File: config.mk
export PLATFORM = sky130hd
export DESIGN_NAME = seg_scan_capture
export DESIGN_NICKNAME = d
export VERILOG_FILES = /design/src/rtl/seg_scan_capture.sv
export SDC_FILE = /design/constraint.sdc
export NUM_CORES = 1
export LEC_CHECK = 0
export ABC_AREA = 1
export BUFFER_PORTS_ARGS = -buffer_cell sky130_fd_sc_hd__buf_4
export CORE_MARGIN = 10
export CORE_UTILIZATION = 30
export DETAILED_ROUTE_END_ITERATION = 8
export RECOVER_POWER = 50
export SYNTH_ARGS = -nofsm -noshare
export SYNTH_HDL_FRONTEND = slang
export SYNTH_SLANG_ARGS = --single-unit
File: constraint.sdc
create_clock -name clk -period 5.8 [get_ports clk]
set_input_delay 0.29 -clock clk [delete_from_list [all_inputs] [get_ports clk]]
set_output_delay 0.29 -clock clk [all_outputs]
set_load 0.005 [all_outputs]
File: src/rtl/seg_scan_capture.sv
// seg_scan_capture: watches a multiplexed, active-low seven-segment scan bus
// and rebuilds the displayed six-digit value, decimal points, blank and
// bad-pattern flags. A frame is published once every digit has been
// captured at least once since the previous frame.

module seg_scan_capture #(
  parameter int SETTLE  = 4,
  parameter int TIMEOUT = 1000000
) (
  input  logic        clk,
  input  logic        rst,
  input  logic [5:0]  seg_sel_in,
  input  logic [7:0]  seg_data_in,
  output logic [23:0] bcd_out,
  output logic [5:0]  dp_out,
  output logic [5:0]  blank_out,
  output logic [5:0]  bad_out,
  output logic        frame_valid,
  output logic        frame_changed,
  output logic        stale
);

  localparam logic [7:0]  SETTLE_C  = 8'(SETTLE);
  localparam logic [23:0] TIMEOUT_C = 24'(TIMEOUT);

  // Decode an active-low g..a pattern into {bad, blank, nibble}.
  function automatic logic [5:0] decode_seg(input logic [6:0] pat);
    logic [5:0] res;
    case (pat)
      7'h40:   res = {2'b00, 4'h0};
      7'h79:   res = {2'b00, 4'h1};
      7'h24:   res = {2'b00, 4'h2};
      7'h30:   res = {2'b00, 4'h3};
      7'h19:   res = {2'b00, 4'h4};
      7'h12:   res = {2'b00, 4'h5};
      7'h02:   res = {2'b00, 4'h6};
      7'h78:   res = {2'b00, 4'h7};
      7'h00:   res = {2'b00, 4'h8};
      7'h10:   res = {2'b00, 4'h9};
      7'h08:   res = {2'b00, 4'hA};
      7'h03:   res = {2'b00, 4'hB};
      7'h46:   res = {2'b00, 4'hC};
      7'h21:   res = {2'b00, 4'hD};
      7'h06:   res = {2'b00, 4'hE};
      7'h0E:   res = {2'b00, 4'hF};
      7'h7F:   res = {2'b01, 4'h0};
      default: res = {2'b10, 4'h0};
    endcase
    return res;
  endfunction

  // True when the active-low select names exactly one digit.
  function automatic logic single_select(input logic [5:0] sel);
    return ($countones(~sel) == 1);
  endfunction

  // Registered input copies and the previous select for stability detection
  logic [5:0]  sel_q_r;
  logic [5:0]  sel_prev_r;
  logic [7:0]  data_q_r;

  // Counters and staging state
  logic [7:0]  settle_cnt_r;
  logic [23:0] stale_cnt_r;
  logic [5:0]  mask_r;
  logic [23:0] stg_nib_r;
  logic [5:0]  stg_dp_r;
  logic [5:0]  stg_blank_r;
  logic [5:0]  stg_bad_r;

  // Output registers
  logic [23:0] bcd_r;
  logic [5:0]  dp_r;
  logic [5:0]  blank_r;
  logic [5:0]  bad_r;
  logic        frame_valid_r;
  logic        frame_changed_r;
  logic        stale_r;

  // Combinational helpers
  logic        sel_stable_s;
  logic [7:0]  settle_next_s;
  logic        capture_s;
  logic [5:0]  cap_bit_s;
  logic [5:0]  dec_s;
  logic        dp_lit_s;
  logic [23:0] stg_nib_next_s;
  logic [5:0]  stg_dp_next_s;
  logic [5:0]  stg_blank_next_s;
  logic [5:0]  stg_bad_next_s;
  logic [5:0]  mask_merged_s;
  logic        frame_done_s;
  logic        frame_diff_s;
  logic [23:0] stale_next_s;

  // Input register stage; the idle select is all ones
  always_ff @(posedge clk) begin
    if (rst) begin
      sel_q_r    <= 6'h3F;
      sel_prev_r <= 6'h3F;
      data_q_r   <= 8'hFF;
    end else begin
      sel_q_r    <= seg_sel_in;
      sel_prev_r <= sel_q_r;
      data_q_r   <= seg_data_in;
    end
  end

  // Settle counting and capture decision: a capture fires on the single
  // cycle in which the counter steps onto SETTLE for a valid one-hot select
  always_comb begin
    sel_stable_s  = (sel_q_r == sel_prev_r);
    settle_next_s = settle_cnt_r;
    if (!sel_stable_s) begin
      settle_next_s = 8'd1;
    end else if (settle_cnt_r < SETTLE_C) begin
      settle_next_s = settle_cnt_r + 8'd1;
    end else begin
      settle_next_s = settle_cnt_r;
    end
    capture_s = sel_stable_s && (settle_cnt_r == (SETTLE_C - 8'd1)) &&
                single_select(sel_q_r);
    if (capture_s) begin
      cap_bit_s = ~sel_q_r;
    end else begin
      cap_bit_s = 6'h00;
    end
  end

  // Decode the current segment byte and merge it into the staging image
  always_comb begin
    dec_s            = decode_seg(data_q_r[6:0]);
    dp_lit_s         = ~data_q_r[7];
    stg_nib_next_s   = stg_nib_r;
    stg_dp_next_s    = stg_dp_r;
    stg_blank_next_s = stg_blank_r;
    stg_bad_next_s   = stg_bad_r;
    for (int k = 0; k < 6; k++) begin
      if (cap_bit_s[k]) begin
        stg_nib_next_s[23 - 4*k -: 4] = dec_s[3:0];
        stg_dp_next_s[k]              = dp_lit_s;
        stg_blank_next_s[k]           = dec_s[4];
        stg_bad_next_s[k]             = dec_s[5];
      end else begin
        stg_nib_next_s[23 - 4*k -: 4] = stg_nib_r[23 - 4*k -: 4];
      end
    end
    mask_merged_s = mask_r | cap_bit_s;
    frame_done_s  = capture_s && (mask_merged_s == 6'h3F);
    frame_diff_s  = (stg_nib_next_s != bcd_r) || (stg_dp_next_s != dp_r) ||
                    (stg_blank_next_s != blank_r);
  end

  // Next value of the saturating no-capture counter
  always_comb begin
    if (capture_s) begin
      stale_next_s = 24'd0;
    end else if (stale_cnt_r == TIMEOUT_C) begin
      stale_next_s = stale_cnt_r;
    end else begin
      stale_next_s = stale_cnt_r + 24'd1;
    end
  end

  // Settle counter, stale counter, capture mask and staging registers
  always_ff @(posedge clk) begin
    if (rst) begin
      settle_cnt_r <= 8'd0;
      stale_cnt_r  <= 24'd0;
      mask_r       <= 6'h00;
      stg_nib_r    <= 24'h000000;
      stg_dp_r     <= 6'h00;
      stg_blank_r  <= 6'h00;
      stg_bad_r    <= 6'h00;
    end else begin
      settle_cnt_r <= settle_next_s;
      stale_cnt_r  <= stale_next_s;
      stg_nib_r    <= stg_nib_next_s;
      stg_dp_r     <= stg_dp_next_s;
      stg_blank_r  <= stg_blank_next_s;
      stg_bad_r    <= stg_bad_next_s;
      if (frame_done_s) begin
        mask_r <= 6'h00;
      end else begin
        mask_r <= mask_merged_s;
      end
    end
  end

  // Publish a completed frame and generate the one-cycle strobes
  always_ff @(posedge clk) begin
    if (rst) begin
      bcd_r           <= 24'h000000;
      dp_r            <= 6'h00;
      blank_r         <= 6'h00;
      bad_r           <= 6'h00;
      frame_valid_r   <= 1'b0;
      frame_changed_r <= 1'b0;
    end else if (frame_done_s) begin
      bcd_r           <= stg_nib_next_s;
      dp_r            <= stg_dp_next_s;
      blank_r         <= stg_blank_next_s;
      bad_r           <= stg_bad_next_s;
      frame_valid_r   <= 1'b1;
      frame_changed_r <= frame_diff_s;
    end else begin
      frame_valid_r   <= 1'b0;
      frame_changed_r <= 1'b0;
    end
  end

  // Stale flag: a completed frame always wins over a coincident timeout
  always_ff @(posedge clk) begin
    if (rst) begin
      stale_r <= 1'b0;
    end else if (frame_done_s) begin
      stale_r <= 1'b0;
    end else if (stale_next_s == TIMEOUT_C) begin
      stale_r <= 1'b1;
    end else begin
      stale_r <= stale_r;
    end
  end

  assign bcd_out       = bcd_r;
  assign dp_out        = dp_r;
  assign blank_out     = blank_r;
  assign bad_out       = bad_r;
  assign frame_valid   = frame_valid_r;
  assign frame_changed = frame_changed_r;
  assign stale         = stale_r;

endmodule
# Yosys cells after proc, flatten, opt, wreduce, memory -nomap -nowiden
# Cells that the tools add are included.
# totals
word_cells	97
output_inout_bits	45
regBits	145
inputBits	16
# classes
n_lt_le_gt_ge	1
muxes	31
add_sub_neg	7
n_eq_ne	26
bitwise	5
n_reduce_logical	9
# op_table
cell	n
6-bit case mux with 17 select lines	1
24-bit by 20-bit == test with 1-bit output (second input constant)	2
24-bit 2-to-1 mux	2
7-bit == test (second input constant)	5
24-bit by 1-bit adder with 24-bit output (second input constant)	1
4-bit 2-to-1 mux	6
24-bit inequality test	1
7-bit by 5-bit == test with 1-bit output (second input constant)	3
7-bit by 6-bit == test with 1-bit output (second input constant)	3
1-bit 2-to-1 mux	21
7-bit by 2-bit == test with 1-bit output (second input constant)	2
7-bit by 4-bit == test with 1-bit output (second input constant)	2
6-bit inequality test	2
8-bit by 1-bit adder with 8-bit output (second input constant)	1
8-bit by 2-bit == test with 1-bit output (second input constant)	1
8-bit by 3-bit less-than comparator with 1-bit output (second input constant)	1
7-bit by 3-bit == test with 1-bit output (second input constant)	1
7-bit zero test	1
1-bit by 1-bit adder with 2-bit output	3
6-bit == test	1
6-bit == test (second input constant)	1
6-bit 2-to-1 mux	1
6-bit NOT	1
6-bit OR	1
other kinds (8)	15

# Depth between registers and ports, before layout
# depth
depth_word	12
mapped_depth	22
ltp_nobuf	22

# Worst setup path after synthesis
# OpenSTA, ideal clock, no wires.
# synth_path
path_kind	reg-to-reg
startpoint	reg sel_q_r[0]
endpoint	reg bcd_r[16] (netlist: bcd_out[16])
path_stages_with_launch	21
t_arrival_ns	3.441
required_ns	5.680
setup_ns	0.120
path_buffers	2
slack_ns	2.238
synth_period_minus_slack_ns	3.562
path_cell_list	dfxtp_1 > fa_1 > inv_1 > fa_1 > ha_1 > inv_1 > fa_1 > nand3_1 > inv_1 > nand3_2 > inv_2 > nand3_4 > inv_4 > or2_4 > nand3_2 > nor2_2 > nor2_2 > clkinv_2 > buf_12 > buf_8 > o22ai_2
# synth_via
elab_chain_cells	10
word_cells_on_any_way	13
cone_classes	add/sub (3); eq/ne (3); mux (2); bitwise (2); reduce/logical (3)
# synth_rtl
element	line	source
start: declaration	58	logic [5:0] sel_q_r;
start signal: assignment	103	sel_q_r <= seg_sel_in;
6-bit NOT	54, 124	
1-bit by 1-bit adder with 2-bit output (implied by the code)	54	return ($countones(~sel) == 1);
2-bit by 2-bit adder with 3-bit output (implied by the code)	54	
3-bit by 2-bit adder with 4-bit output (implied by the code)	54	
4-bit by 1-bit == test with 1-bit output	54	
1-bit logical AND	121	capture_s = sel_stable_s && (settle_cnt_r == (SETTLE_C - 8'd1)) &&
6-bit 2-to-1 mux	123	if (capture_s) begin
6-bit OR	148	mask_merged_s = mask_r | cap_bit_s;
6-bit == test	149	frame_done_s = capture_s && (mask_merged_s == 6'h3F);
1-bit logical AND	149	
end signal: assignment	200	bcd_r <= stg_nib_next_s;
end: declaration	72	logic [23:0] bcd_r;
# Parallel ways exist; a longest one is shown, timed or not.
# A chain may end at the register's enable or synchronous reset.

# Worst setup path in the final report
# layout_path
startpoint	reg sel_q_r[0]
endpoint	reg dp_r[3] (netlist: dp_out[3])
# layout_via
elab_chain_cells	10
word_cells_on_any_way	13
cone_classes	add/sub (3); eq/ne (3); mux (2); bitwise (2); reduce/logical (3)
# layout_rtl
element	line	source
6-bit NOT	54, 124	
1-bit by 1-bit adder with 2-bit output (implied by the code)	54	
2-bit by 2-bit adder with 3-bit output (implied by the code)	54	
3-bit by 2-bit adder with 4-bit output (implied by the code)	54	
4-bit by 1-bit == test with 1-bit output	54	
1-bit logical AND	121	
6-bit 2-to-1 mux	123	
6-bit OR	148	
6-bit == test	149	
1-bit logical AND	149	
end signal: assignment	201	dp_r <= stg_dp_next_s;
end: declaration	73	logic [5:0] dp_r;
# Parallel ways exist; a longest one is shown, timed or not.

==> results.ini <==
[hold_path]
hold_class = primary input to flop

[pwr]
p_seq_frac = 0.462
power.switching_w = 0.0004810
power_switching_share = 0.2194
finalPower_w = 0.002192
p_clk_frac = 0.498
p_comb_frac = 0.039
ir_drop_v = 0.0001746
internal_power_w = 0.001711
power-per-cell-area_mw_per_mm2 = 268.1
leakage_nw = 3.563

[place]
place_congestion = 0.8526
portBuffers = 60
hpwl_mm = 13.42

[routing]
wl_met2_mm = 8.607
drc = 0
drt_iter0_drc = 420
wl_met3_um = 798
wl_mm = 18.49
vias = 6233
topRoutingLayerUsed = met4
viasPerCell = 4.527
detail-route-antenna-nets = 0
met1_length_mm = 8.885
wire_per_inst_um = 13.42
first_pass_iters = 5

[clock_tree]
clk_latency_ns = 0.42
path_clk_slew_ns = 0.06
cts_hold_buffers = 0
cts_setup_buffers = 0
cts_buffer_depth = 2
cts.sinks = 145
numCtsBuffers = 17
cts_resized = 0
cts_tree = yes
htreeDepth = 4
root_buffer = clkbuf_16

[logic_synthesis]
ys_top_cells_by_area = dfxtp_1 42%, nand2_1 15%, nor2_1 7.8%
synth_top_family_by_area = simple AND/OR/NAND/NOR gates
synth_edf_count = 0
yosysSeqAreaShare = 0.4155
avgSynthCellArea_um2 = 7.050
synthDistinctLibCells = 42
synthXorXnorAreaFrac = 0.01504
yosysMostFrequentCell = nand2_1
synthMuxAreaShare = 0.008596
ys.flop_type = dfxtp_1
synth_top_cell_area_share = 0.4155
synth_simple_gate_area_frac = 0.3628
ys_warn_count = 0
async_reset_ff_frac = 0
syn_nets = 1014
ys_top_cells_by_count = 275 x nand2_1, 145 x dfxtp_1, 145 x nor2_1, 144 x inv_1, 80 x nand3_1
ys_ff_latch = 145
syn_inst = 991
synth_top_area_cell = dfxtp_1
synth_fa_ha_area_frac = 0.01576
synth_area_mm2 = 0.006987
synth_compound_area_frac = 0.07718

[status]
failed_checks = max-capacitance violations, max-slew violations
outcome = finished with violations

[timing]
setup_viol = 0
drv_slew = 79
finalCritPeriodShare = 0.8631
hold_viol_final = 0
timing.clock.skew_ns = 0.008520
rsz0062_at_grt = false
tightest_slew_ns = 3.562
tns_ns = 0
max_freq_mhz = 199.8
maxSlewHeadroom = -1.375
fin_crit_ns = 5.006

[layout]
fin_nets = 1075
n_fill_cell = 2445
n_antenna_cell = 0
drive_gt1_frac = 0.1259
area_delta_synth_final_pct = 17.05

[setup_path]
cp-end-kind = flop
critical_path_class = flop to flop
worstPathRequired_ns = 6.06
critPathMaxStageDelay_ns = 0.75
crit_fanout = 39
start_kind = flop
cp_slowest_cell = nor2_1
worstPathArrival_ns = 5.26
crit_path_cell_trace = fa_1 > inv_1 > fa_1 > ha_1 > inv_1 > fa_1 > nand3_1 > inv_1 > nand3_1 > nor2_1 > nand2_2 > nand2_1 > nand4_1 > nor2_2 > nor2_2 > clkinv_2 > o22ai_1

[floorplan]
std_cell_rows = 55
fp.dieH_um = 172.6
start_util = 0.3067
ios = 61
dieWidth_um = 172.6
dieArea_mm2 = 0.02979
coreArea_mm2 = 0.02278

[job]
cap_viol_max_count = 1

[global_route]
grt_pass1_wl_mm = 29.90
grt_use_total = 0.1231
overflow = 0
antenna_found_initial = 0
grt_max_degree = 79
grt_pass1_vias = 5843

routing by layer:
metal,vias up,GRT usage
li1,3229,-
met5,-,0
met3,14,0.03071
met1,2860,0.1565
met2,130,0.1997
met4,0,0.03951
stage by stage:
stage / setup WS [ns] / hold WS [ns] / utilization / cell area, um^2 / std cells
global placement: 1.252 / 0.4140 / 0.3387 / 7715 / 1346
floorplan: 2.238 / 0.3938 / - / 6987 / 991
detailed placement: 1.178 / 0.4169 / 0.3387 / 7715 / 1346
finish: 0.7939 / 0.04840 / 0.3590 / 8178 / 1377
CTS: 1.080 / 0.03419 / 0.3646 / 8305 / 1377
global route: 0.4002 / 0.03919 / 0.3590 / 8178 / 1377
power by group through the flow:
stage | clock network, W | registers, W | logic, W
after global placement | 0 | 0.00104 | 0.0000901
after detailed placement | 0 | 0.00104 | 0.0000906
final | 0.00109 | 0.00101 | 0.0000858
after global routing | 0.00115 | 0.00102 | 0.0000981
after floorplan | 0 | 0.00103 | 0.0000678
after CTS | 0.00112 | 0.00101 | 0.0000910
worst max-delay path, delay by kind of cell (launching register included):
| kind | cells | cell delay [ns] |
|---|---|---|
| buffers and inverters | 4 | 0.77 |
| adders and majority gates | 4 | 1.62 |
| AOI/OAI and AO/OA | 1 | 0.17 |
| DFF | 1 | 0.34 |
| and+or+nand+nor | 8 | 1.92 |
layout make-up:
type	instances	area, um^2	area share
Clock buffer	23	488.0	0.05967
Inverter	155	585.6	0.07160
Sequential cell	145	2903	0.3550
Timing Repair Buffer	63	391.6	0.04789
Tap cell	313	391.6	0.04789
Multi-Input combinational cell	670	3316	0.4054
Clock inverter	8	102.6	0.01255
path summary, 6_finish.rpt:
| check | from | endpoint | slack (ns) | cells past startpoint |
|---|---|---|---|---|
| max | sel_q_r[0]$_SDFF_PP1_ | dp_out[3]$_SDFFE_PP0P_ | 0.79 | 17 |
| min | seg_data_in[2] | data_q_r[2]$_SDFF_PP1_ | 0.05 | 2 |
| max reg2reg | sel_q_r[0]$_SDFF_PP1_ | dp_out[3]$_SDFFE_PP0P_ | 0.79 | 17 |
| min reg2reg | settle_cnt_r[5]$_SDFFE_PP0P_ | settle_cnt_r[5]$_SDFFE_PP0P_ | 0.43 | 2 |
cells by family after synthesis:
group / after synthesis
and+or+nand+nor: 581
muxes: 6
buffers and inverters: 176
xor gates and xnor gates: 12
AOI/OAI and AO/OA: 64
DFF: 145
adders and majority gates: 7
sequential cells by signal (all words and copies together), names as in the netlist, 8 cells and up:
register,count
bcd_out,24
stg_nib_r,24
settle_cnt_r,8
stale_cnt_r,24
data_q_r,8
placed cells by master, fill, tap and decap left out, types with 2 or more instances in the layout:
| cell | count |
|---|---|
| a21oi_1 | 6 |
| a31oi_1 | 2 |
| buf_4 | 15 |
| bufinv_16 | 2 |
| clkbuf_1 | 27 |
| clkbuf_16 | 17 |
| clkbuf_4 | 22 |
| clkbuf_8 | 4 |
| clkinv_2 | 3 |
| clkinvlp_4 | 2 |
| dfxtp_1 | 145 |
| fa_1 | 3 |
| ha_1 | 4 |
| inv_1 | 151 |
| mux2i_1 | 6 |
| nand2_1 | 276 |
| nand2_2 | 4 |
| nand3_1 | 81 |
| nand3_2 | 5 |
| nand3b_1 | 3 |
| nand4_1 | 23 |
| nor2_1 | 148 |
| nor2_2 | 5 |
| nor3_1 | 13 |
| nor3b_1 | 2 |
| nor4_1 | 2 |
| o21ai_0 | 14 |
| o21ai_2 | 8 |
| o22ai_1 | 9 |
| o22ai_2 | 23 |
| or2_2 | 16 |
| xor2_1 | 11 |
No activity file was read; power rests on OpenSTA's default activity.
